[src/rtl/conv_psum_accumulator_if.sv]
// Streaming bus between the MAC array and the channel accumulator.
// Carries bias_i only when CONV_ACC_BIAS_EN is defined.
interface conv_psum_accumulator_if #(
  parameter int NO = 4,
  parameter int AW = 20,
  parameter int PW = 32,
  parameter int OW = 8
);
  logic              vld_i;
  logic [NO*AW-1:0]  acc_i;
`ifdef CONV_ACC_BIAS_EN
  logic [NO*PW-1:0]  bias_i;
`endif
  logic              vld_o;
  logic [NO*OW-1:0]  dout;

`ifdef CONV_ACC_BIAS_EN
  modport master (output vld_i, acc_i, bias_i, input vld_o, dout);
  modport slave  (input vld_i, acc_i, bias_i, output vld_o, dout);
`else
  modport master (output vld_i, acc_i, input vld_o, dout);
  modport slave  (input vld_i, acc_i, output vld_o, dout);
`endif
endinterface

[src/rtl/conv_psum_accumulator.sv]
// Per-pixel channel accumulation, rounded descale, ReLU/signed saturation and frame counting.
// Optional per-lane bias at channel 0 is enabled by defining CONV_ACC_BIAS_EN.
module conv_psum_accumulator #(
  parameter int NO = 4,
  parameter int AW = 20,
  parameter int PW = 32,
  parameter int OW = 8,
  parameter int CW = 16
) (
  input  logic                    clk,
  input  logic                    rstn,
  input  logic                    clear,
  input  logic [CW-1:0]           cfg_num_chn,
  input  logic [31:0]             cfg_num_pix,
  input  logic [4:0]              cfg_shift,
  input  logic                    cfg_relu,
  conv_psum_accumulator_if.slave  bus,
  output logic [CW-1:0]           chn_idx_o,
  output logic [31:0]             pix_cnt_o,
  output logic                    frame_done
);

  localparam logic signed [PW:0] U_MAX = (PW+1)'((64'd1 << OW) - 64'd1);
  localparam logic signed [PW:0] S_MAX = (PW+1)'((64'd1 << (OW-1)) - 64'd1);
  localparam logic signed [PW:0] S_MIN = ~S_MAX;

  logic signed [PW-1:0] psum_reg [NO];
  logic [CW-1:0]        chn_idx_reg;
  logic [31:0]          pix_cnt_reg;
  logic                 vld_o_reg;
  logic                 frame_done_reg;
  logic [NO*OW-1:0]     dout_reg;

  logic [NO*PW-1:0]     sum_next;
  logic [NO*OW-1:0]     lane_out;
  logic [CW-1:0]        num_chn_eff;
  logic [31:0]          num_pix_eff;
  logic                 first_chn;
  logic                 last_chn;
  logic                 last_pix;
  logic [PW:0]          rnd_val;

  assign num_chn_eff = (cfg_num_chn == '0) ? CW'(1) : cfg_num_chn;
  assign num_pix_eff = (cfg_num_pix == '0) ? 32'd1 : cfg_num_pix;
  assign first_chn   = (chn_idx_reg == '0);
  assign last_chn    = (chn_idx_reg == num_chn_eff - CW'(1));
  assign last_pix    = (pix_cnt_reg == num_pix_eff - 32'd1);
  assign rnd_val     = (cfg_shift == 5'd0) ? '0 : ({{PW{1'b0}}, 1'b1} << (cfg_shift - 5'd1));

  for (genvar gi = 0; gi < NO; gi++) begin : g_lane
    logic signed [PW-1:0] acc_ext;
    logic signed [PW-1:0] base;
    logic signed [PW-1:0] sum_v;
    logic signed [PW:0]   rnd_sum;
    logic signed [PW:0]   shifted;
    logic [OW-1:0]        sat_v;

    assign acc_ext = {{(PW-AW){bus.acc_i[gi*AW+AW-1]}}, bus.acc_i[gi*AW +: AW]};
`ifdef CONV_ACC_BIAS_EN
    assign base = first_chn ? bus.bias_i[gi*PW +: PW] : psum_reg[gi];
`else
    assign base = first_chn ? '0 : psum_reg[gi];
`endif
    assign sum_v = base + acc_ext;

    // One extra bit of headroom so the half-LSB rounding add never wraps.
    assign rnd_sum = {sum_v[PW-1], sum_v} + rnd_val;
    assign shifted = rnd_sum >>> cfg_shift;

    always_comb begin
      sat_v = shifted[OW-1:0];
      if (cfg_relu) begin
        if (shifted[PW])
          sat_v = '0;
        else if (shifted > U_MAX)
          sat_v = '1;
      end else begin
        if (shifted > S_MAX)
          sat_v = {1'b0, {(OW-1){1'b1}}};
        else if (shifted < S_MIN)
          sat_v = {1'b1, {(OW-1){1'b0}}};
      end
    end

    assign sum_next[gi*PW +: PW] = sum_v;
    assign lane_out[gi*OW +: OW] = sat_v;
  end

  always_ff @(posedge clk or negedge rstn) begin
    if (!rstn) begin
      for (int k = 0; k < NO; k++) psum_reg[k] <= '0;
      chn_idx_reg    <= '0;
      pix_cnt_reg    <= '0;
      vld_o_reg      <= 1'b0;
      frame_done_reg <= 1'b0;
      dout_reg       <= '0;
    end else if (clear) begin
      for (int k = 0; k < NO; k++) psum_reg[k] <= '0;
      chn_idx_reg    <= '0;
      pix_cnt_reg    <= '0;
      vld_o_reg      <= 1'b0;
      frame_done_reg <= 1'b0;
      dout_reg       <= '0;
    end else begin
      vld_o_reg      <= 1'b0;
      frame_done_reg <= 1'b0;
      if (bus.vld_i) begin
        for (int k = 0; k < NO; k++) psum_reg[k] <= sum_next[k*PW +: PW];
        if (last_chn) begin
          chn_idx_reg <= '0;
          vld_o_reg   <= 1'b1;
          dout_reg    <= lane_out;
          if (last_pix) begin
            pix_cnt_reg    <= '0;
            frame_done_reg <= 1'b1;
          end else begin
            pix_cnt_reg <= pix_cnt_reg + 32'd1;
          end
        end else begin
          chn_idx_reg <= chn_idx_reg + CW'(1);
        end
      end
    end
  end

  assign bus.vld_o  = vld_o_reg;
  assign bus.dout   = dout_reg;
  assign chn_idx_o  = chn_idx_reg;
  assign pix_cnt_o  = pix_cnt_reg;
  assign frame_done = frame_done_reg;

endmodule

[src/flat_wrapper.sv]
// flat-port wrapper written by rule: the top's interface ports become plain ports
module conv_psum_accumulator_flat 
#(
  parameter int NO = 4,
  parameter int AW = 20,
  parameter int PW = 32,
  parameter int OW = 8,
  parameter int CW = 16
)
  (clk, rstn, clear, cfg_num_chn, cfg_num_pix, cfg_shift, cfg_relu, chn_idx_o, pix_cnt_o, frame_done, bus_vld_i, bus_acc_i, bus_vld_o, bus_dout);
  conv_psum_accumulator_if #(.NO(NO), .AW(AW), .PW(PW), .OW(OW)) bus_i ();
  input  logic clk;
  input  logic rstn;
  input  logic clear;
  input  logic [CW-1:0] cfg_num_chn;
  input  logic [31:0] cfg_num_pix;
  input  logic [4:0] cfg_shift;
  input  logic cfg_relu;
  output logic [CW-1:0] chn_idx_o;
  output logic [31:0] pix_cnt_o;
  output logic frame_done;
  input wire logic [$bits(bus_i.vld_i)-1:0] bus_vld_i;
  input wire logic [$bits(bus_i.acc_i)-1:0] bus_acc_i;
  output wire logic [$bits(bus_i.vld_o)-1:0] bus_vld_o;
  output wire logic [$bits(bus_i.dout)-1:0] bus_dout;
  assign bus_i.vld_i = bus_vld_i;
  assign bus_i.acc_i = bus_acc_i;
  assign bus_vld_o = bus_i.vld_o;
  assign bus_dout = bus_i.dout;
  conv_psum_accumulator #(.NO(NO), .AW(AW), .PW(PW), .OW(OW), .CW(CW)) u_core (.clk(clk), .rstn(rstn), .clear(clear), .cfg_num_chn(cfg_num_chn), .cfg_num_pix(cfg_num_pix), .cfg_shift(cfg_shift), .cfg_relu(cfg_relu), .bus(bus_i), .chn_idx_o(chn_idx_o), .pix_cnt_o(pix_cnt_o), .frame_done(frame_done));
endmodule
[config.mk]
export PLATFORM = sky130hd
export DESIGN_NAME = conv_psum_accumulator_flat
export DESIGN_NICKNAME = d
export VERILOG_FILES = /design/src/rtl/conv_psum_accumulator_if.sv /design/src/rtl/conv_psum_accumulator.sv /design/src/flat_wrapper.sv
export SDC_FILE = /design/constraint.sdc
export NUM_CORES = 2
export LEC_CHECK = 0
export BUFFER_PORTS_ARGS = -buffer_cell sky130_fd_sc_hd__buf_2
export CAP_MARGIN = 20
export CORE_UTILIZATION = 65
export DETAILED_ROUTE_END_ITERATION = 6
export PLACE_DENSITY = 0.85
export SYNTH_ARGS = -nofsm -noshare
export SYNTH_HDL_FRONTEND = slang
export SYNTH_SLANG_ARGS = --single-unit
[constraint.sdc]
create_clock -name clk -period 16 [get_ports clk]
set_clock_uncertainty 0.1 [all_clocks]
set_input_delay 0 -clock clk [delete_from_list [all_inputs] [get_ports clk]]
set_output_delay 0 -clock clk [all_outputs]
set_load 0.005 [all_outputs]
; ---- Yosys cells after proc, flatten, opt, wreduce, memory -nomap -nowiden
; Index checks and enable logic that the tools add are counted.
[op_classes]
muxes = 46
shift = 5
n_reduce_logical = 7
n_lt_le_gt_ge = 12
n_addsub = 13
eq_ne = 2
[op_table]
columns = operator, n
row1 = 32-bit two-way mux, 12
row2 = 128-bit two-way mux, 2
row3 = 8-bit two-way mux, 20
row4 = 33-bit adder, 4
row5 = 33-bit by 8-bit > comparator with 1-bit output (second input constant), 4
row6 = 33-bit by 9-bit > comparator with 1-bit output (second input constant), 4
row7 = 33-bit by 8-bit < comparator with 1-bit output (second input constant), 4
row8 = 33-bit by 5-bit >>> shifter with 33-bit output, 4
row9 = 32-bit by 20-bit adder with 32-bit output, 4
row10 = 16-bit two-way mux, 4
row11 = 33-bit two-way mux, 1
row12 = 1-bit by 5-bit << shifter with 33-bit output (first input constant), 1
row13 = 32-bit by 1-bit adder with 32-bit output (second input constant), 1
row14 = 32-bit == test, 1
row15 = 16-bit logical NOT, 2
row16 = 32-bit logical NOT, 1
row17 = 32-bit by 1-bit subtractor with 32-bit output (second input constant), 1
row18 = 16-bit by 1-bit adder with 16-bit output (second input constant), 1
row19 = 16-bit == test, 1
row20 = 16-bit by 1-bit subtractor with 16-bit output (second input constant), 1
row21 = 1-bit two-way mux, 7
row22 = 5-bit logical NOT, 1
row23 = 5-bit by 1-bit subtractor with 5-bit output (second input constant), 1
row24 = 2-bit nonzero test, 2
row25 = 2-bit AND reduction, 1
[word_totals]
out_inout_bits = 82
register_bits = 210

; ---- Logic depth before layout (Yosys ltp)
[depth]
ltp_word = 12
depth_mapped = 43
ltp_nobuf = 39

; ---- Worst setup path after synthesis
; No wires, ideal clock.
[synth_timing]
path_type = reg2reg
from = register u_core.chn_idx_reg[0] (netlist: u_core.chn_idx_o[0])
to = register u_core.dout_reg[25] (netlist: u_core.bus.dout[25])
synth_period_minus_slack_ns = 8.608
path_stages_with_launch = 40
setup_ns = 0.121
arrival_ns = 8.387
required_ns = 15.779
path_buffers = 4
slack_ns = 7.392
path_cell_list = dfrtp_1 > inv_1 > ha_1 > nor4b_1 > nand4_1 > clkbuf_1 > clkbuf_1 > clkbuf_1 > and2_1 > ha_1 > fa_1 > a21o_1 > a21o_1 > a2111oi_0 > o21ai_0 > a21oi_1 > o21bai_1 > a41o_1 > [4 not listed] > o21ai_0 > a21oi_1 > o21bai_1 > xor2_1 > ha_1 > clkbuf_1 > and3_1 > nor4b_1 > o41ai_1 > and3_1 > nor2_1 > a211oi_1 > o41a_1 > nor4b_2 > a41oi_1 > o31ai_4 > o2111ai_1 > a22o_1
[synth_via]
elab_chain_cells = 12
word_cells_on_any_way = 19
classes_between = add/sub: 2 / order compare: 3 / eq/ne: 1 / shift: 1 / mux: 9 / reduce/logical: 3
[synth_lines]
columns = item, line
row1 = start: declaration, conv_psum_accumulator.sv:28  ; logic [CW-1:0] chn_idx_reg;
row2 = start signal: assignment, conv_psum_accumulator.sv:120  ; chn_idx_reg <= chn_idx_reg + CW'(1);
row3 = 16-bit logical NOT, conv_psum_accumulator.sv:45  ; assign first_chn = (chn_idx_reg == '0);
row4 = 32-bit two-way mux, conv_psum_accumulator.sv:62  ; assign base = first_chn ? '0 : psum_reg[gi];
row5 = 32-bit by 20-bit adder with 32-bit output, conv_psum_accumulator.sv:64  ; assign sum_v = base + acc_ext;
row6 = 33-bit adder, conv_psum_accumulator.sv:67  ; assign rnd_sum = {sum_v[PW-1], sum_v} + rnd_val;
row7 = 33-bit by 5-bit >>> shifter with 33-bit output, conv_psum_accumulator.sv:68  ; assign shifted = rnd_sum >>> cfg_shift;
row8 = 33-bit by 8-bit < comparator with 1-bit output / 33-bit by 9-bit > comparator with 1-bit output (equally long branches), "conv_psum_accumulator.sv:80, conv_psum_accumulator.sv:75"
row9 = 8-bit two-way mux (on tied branches), "conv_psum_accumulator.sv:80, conv_psum_accumulator.sv:75"
row10 = 8-bit two-way mux (on tied branches), "conv_psum_accumulator.sv:78, conv_psum_accumulator.sv:73"
row11 = 8-bit two-way mux, conv_psum_accumulator.sv:72  ; if (cfg_relu) begin
row12 = 32-bit two-way mux, conv_psum_accumulator.sv:109  ; if (last_chn) begin
row13 = 32-bit two-way mux, conv_psum_accumulator.sv:107  ; if (bus.vld_i) begin
row14 = 32-bit two-way mux, conv_psum_accumulator.sv:97  ; end else if (clear) begin
row15 = end signal: assignment, conv_psum_accumulator.sv:112  ; dout_reg <= lane_out;
row16 = end: declaration, conv_psum_accumulator.sv:32  ; logic [NO*OW-1:0] dout_reg;
; Several ways; a longest one is shown, not always the timed one. The select of a mux whose other input is x is not followed.
; A chain may end at the register's enable or synchronous reset.

; ---- Worst setup path in the final report
[layout_timing]
from = register u_core.chn_idx_reg[0] (netlist: u_core.chn_idx_o[0])
to = register u_core.dout_reg[18] (netlist: u_core.bus.dout[18])
; Same word-level chain as after synthesis.

==> metrics.yaml <==
numCtsBuffers: 26
critPathMaxStageDelay_ns: 0.90
critical_path.startpoint_type: "flop"
fin_total_pwr_mw: 2.83
syn-instance-count: 4682
ys.warnings.count: 0
fin_crit_sh: 0.692
max_slew_margin: 0.185
remaining_drc_errors: 1
antenna_violations_before_repair: 7
holdCritPathClass: "primary input to flop"
timing_max_transition_violations_final: 0
power.leakage_nw: 17.6
largest_register_ffs: 128
grt_overflow: 0
violated_checks: "DRC"
fp.coreArea_um2: 52600
1st_iter_drt_viols: 5220
critical_path.most_common_cell: "sky130_fd_sc_hd__a21boi_0"
commonest_cells_after_routing_fill_and_taps_aside: "sky130_fd_sc_hd__nor2_1 (563), sky130_fd_sc_hd__nand2_1 (396), sky130_fd_sc_hd__a21oi_1 (347)"
cts_setup_buffers: 0
final-hold-violation-count: 0
status: "finished, violations left"
vdd_drop_max_mv: 0.110
grt_first_pass_wirelength_mm: 208
power.density_nw_per_um2: 75.0
start_util: 0.657
drv_cap: 0
routed-via-count: 39800
grt_setup_unrepaired: "no"
cts.htree.levels: 1
worst_skew_pair.late_latency_ns: 0.59
routed_via_density: 7.21
fmaxAchievable_mhz: 90.3
postSynth.asyncResetShare: 1.00
io_pins: 220
postRouteWirelength_mm: 138
chipWidth_um: 233
crit_type: "flop to flop"
critical_path_required_ns: 16.38
antenna_left: 0
timing.critical_path.slowest_stage_cell: "sky130_fd_sc_hd__nor3_2"
synth_area_um2: 34500
worst-r2r-setup-slack_ns: 4.92
grt_start_max_net_pins: 129
worst-path-max-fanout: 128
hpwl_mm: 98.1
areaGrowthSynthToFinish_pct: 9.22
synthFlopType: "sky130_fd_sc_hd__dfrtp_1"
worst_pin_slew_ns: 1.21
post_route_cells_drive_above_1_share: 0.104
worstPathArrival_ns: 11.46
floorplan.rows: 84
path_clk_slew_ns: 0.06
layout.cells.most_common: "sky130_fd_sc_hd__nor2_1"
detailedRoute.firstPassIterationCount: 7
num-nets-final: 5205
grtUsageTotal: 0.491
synth-seq-area-share: 0.152
wl_per_cell_um: 25.1
min_period_ns: 11.08
tritoncts: "done"
cts_root_buf: "sky130_fd_sc_hd__clkbuf_16"
vertical_die_dimension_um: 233
synth.ff_latch_count: 210
setup_tns_after_final_layout_ns: 0
cts_num_sinks: 210
port_buffers: 219
cp-end-kind: "flop"
die_area_um2: 54100
gp_congestion: 1.08
post_synth_num_cell_types: 119
finalSetupViolCount: 0
synthesis.area_per_instance_um2: 7.38
number_of_global_route_vias_before_repair: 36600
synth_enable_flop_cells: 0
clock_tree.buffer_depth: 3
==> through the flow <==
stage / hold slack, ns / instance area, µm² / utilization / instances / setup WS [ns]
final: 0.00300 / 37700 / 0.718 / 5518 / 4.92
after detailed placement: -0.0254 / 36000 / 0.686 / 5389 / 5.74
after global placement: -0.0268 / 36000 / 0.685 / 5388 / 5.94
after floorplan: -0.396 / 34600 / - / 4685 / 7.39
after CTS: 0.00354 / 37700 / 0.717 / 5507 / 5.49
after global routing: 0.0553 / 37700 / 0.718 / 5510 / 4.30
==> repair_timing <==
action,in CTS,in global routing
endpoints found under the hold margin,176,0
hold buffers,70,0
resized for setup,0,0
==> Yosys cell counts, types with 111 or more instances <==
master / n / area share
sky130_fd_sc_hd__nor2_1: 564 / 0.061
sky130_fd_sc_hd__inv_1: 111 / 0.012
sky130_fd_sc_hd__o21ai_0: 270 / 0.039
sky130_fd_sc_hd__a21oi_1: 348 / 0.050
sky130_fd_sc_hd__a21o_1: 123 / 0.027
sky130_fd_sc_hd__clkbuf_1: 202 / 0.022
sky130_fd_sc_hd__nand2_1: 396 / 0.043
sky130_fd_sc_hd__ha_1: 257 / 0.093
sky130_fd_sc_hd__mux2i_1: 213 / 0.062
sky130_fd_sc_hd__and2_1: 170 / 0.031
sky130_fd_sc_hd__dfrtp_1: 210 / 0.15
sky130_fd_sc_hd__nand3_1: 126 / 0.018
sky130_fd_sc_hd__xnor2_1: 161 / 0.041
==> cells by family (layout without fill, tap and decap cells) <==
family,Yosys count,after routing,share of synthesized area
simple gates,1775,1775,0.251
compound gates,1516,1516,0.300
buf+inv,377,514,0.0419
mux,279,279,0.0920
fa+ha+maj,266,266,0.0980
xor+xnor,258,258,0.0654
flops,210,210,0.152
other cells,1,12,0.000109
==> worst max-delay path, delay by kind of cell, from the launching register on <==
| family | cells | cell delay [ns] |
|---|---|---|
| AOI/OAI and AO/OA | 19 | 5.61 |
| and+or+nand+nor | 9 | 2.33 |
| adders and majority gates | 4 | 1.39 |
| buffers and inverters | 3 | 0.58 |
| DFF | 1 | 0.48 |
| xor gates and xnor gates | 1 | 0.22 |
| muxes | 1 | 0.17 |
==> area by class of cell <==
type	count	area (µm²)
Antenna cell	8	20.0
Clock buffer	35	756
Clock inverter	13	175
Fill cell	4046	14800
Inverter	112	425
Multi-Input combinational cell	4098	27900
Sequential cell	210	5260
Tap cell	688	861
Timing Repair Buffer	354	2360
==> worst paths after layout <==
check / from / end / cells after the start
min in group asynchronous: rstn / u_core.chn_idx_o[2]$_DFFE_PN0P_ / 3
max reg2reg: u_core.chn_idx_o[0]$_DFFE_PN0P_ / u_core.bus.dout[18]$_DFFE_PN0P_ / 37
min: bus_acc_i[64] / u_core.psum_reg[4]$_DFFE_PN0P_ / 5
max in group asynchronous: rstn / u_core.psum_reg[38]$_DFFE_PN0P_ / 4
min reg2reg: u_core.bus.dout[11]$_DFFE_PN0P_ / u_core.bus.dout[11]$_DFFE_PN0P_ / 2
max: u_core.chn_idx_o[0]$_DFFE_PN0P_ / u_core.bus.dout[18]$_DFFE_PN0P_ / 37
==> where the power goes <==
part / internal (mW) / leakage [nW] / switching [mW] / total [mW]
registers: 0.564 / 2.84 / 0.0204 / 0.584
clock network: 0.395 / 0.466 / 0.269 / 0.664
logic: 0.568 / 14.3 / 1.02 / 1.58
==> per-layer routing <==
metal,part of all wire,vias to the layer above,wire length (µm),track usage
li1,-,17700,-,-
met4,0.061,2,8430,0.268
met2,0.42,2793,58700,0.746
met1,0.38,18700,53000,0.622
met3,0.13,570,18300,0.144
met5,0.000094,-,13,0
No activity file was read; power rests on OpenSTA's default activity.
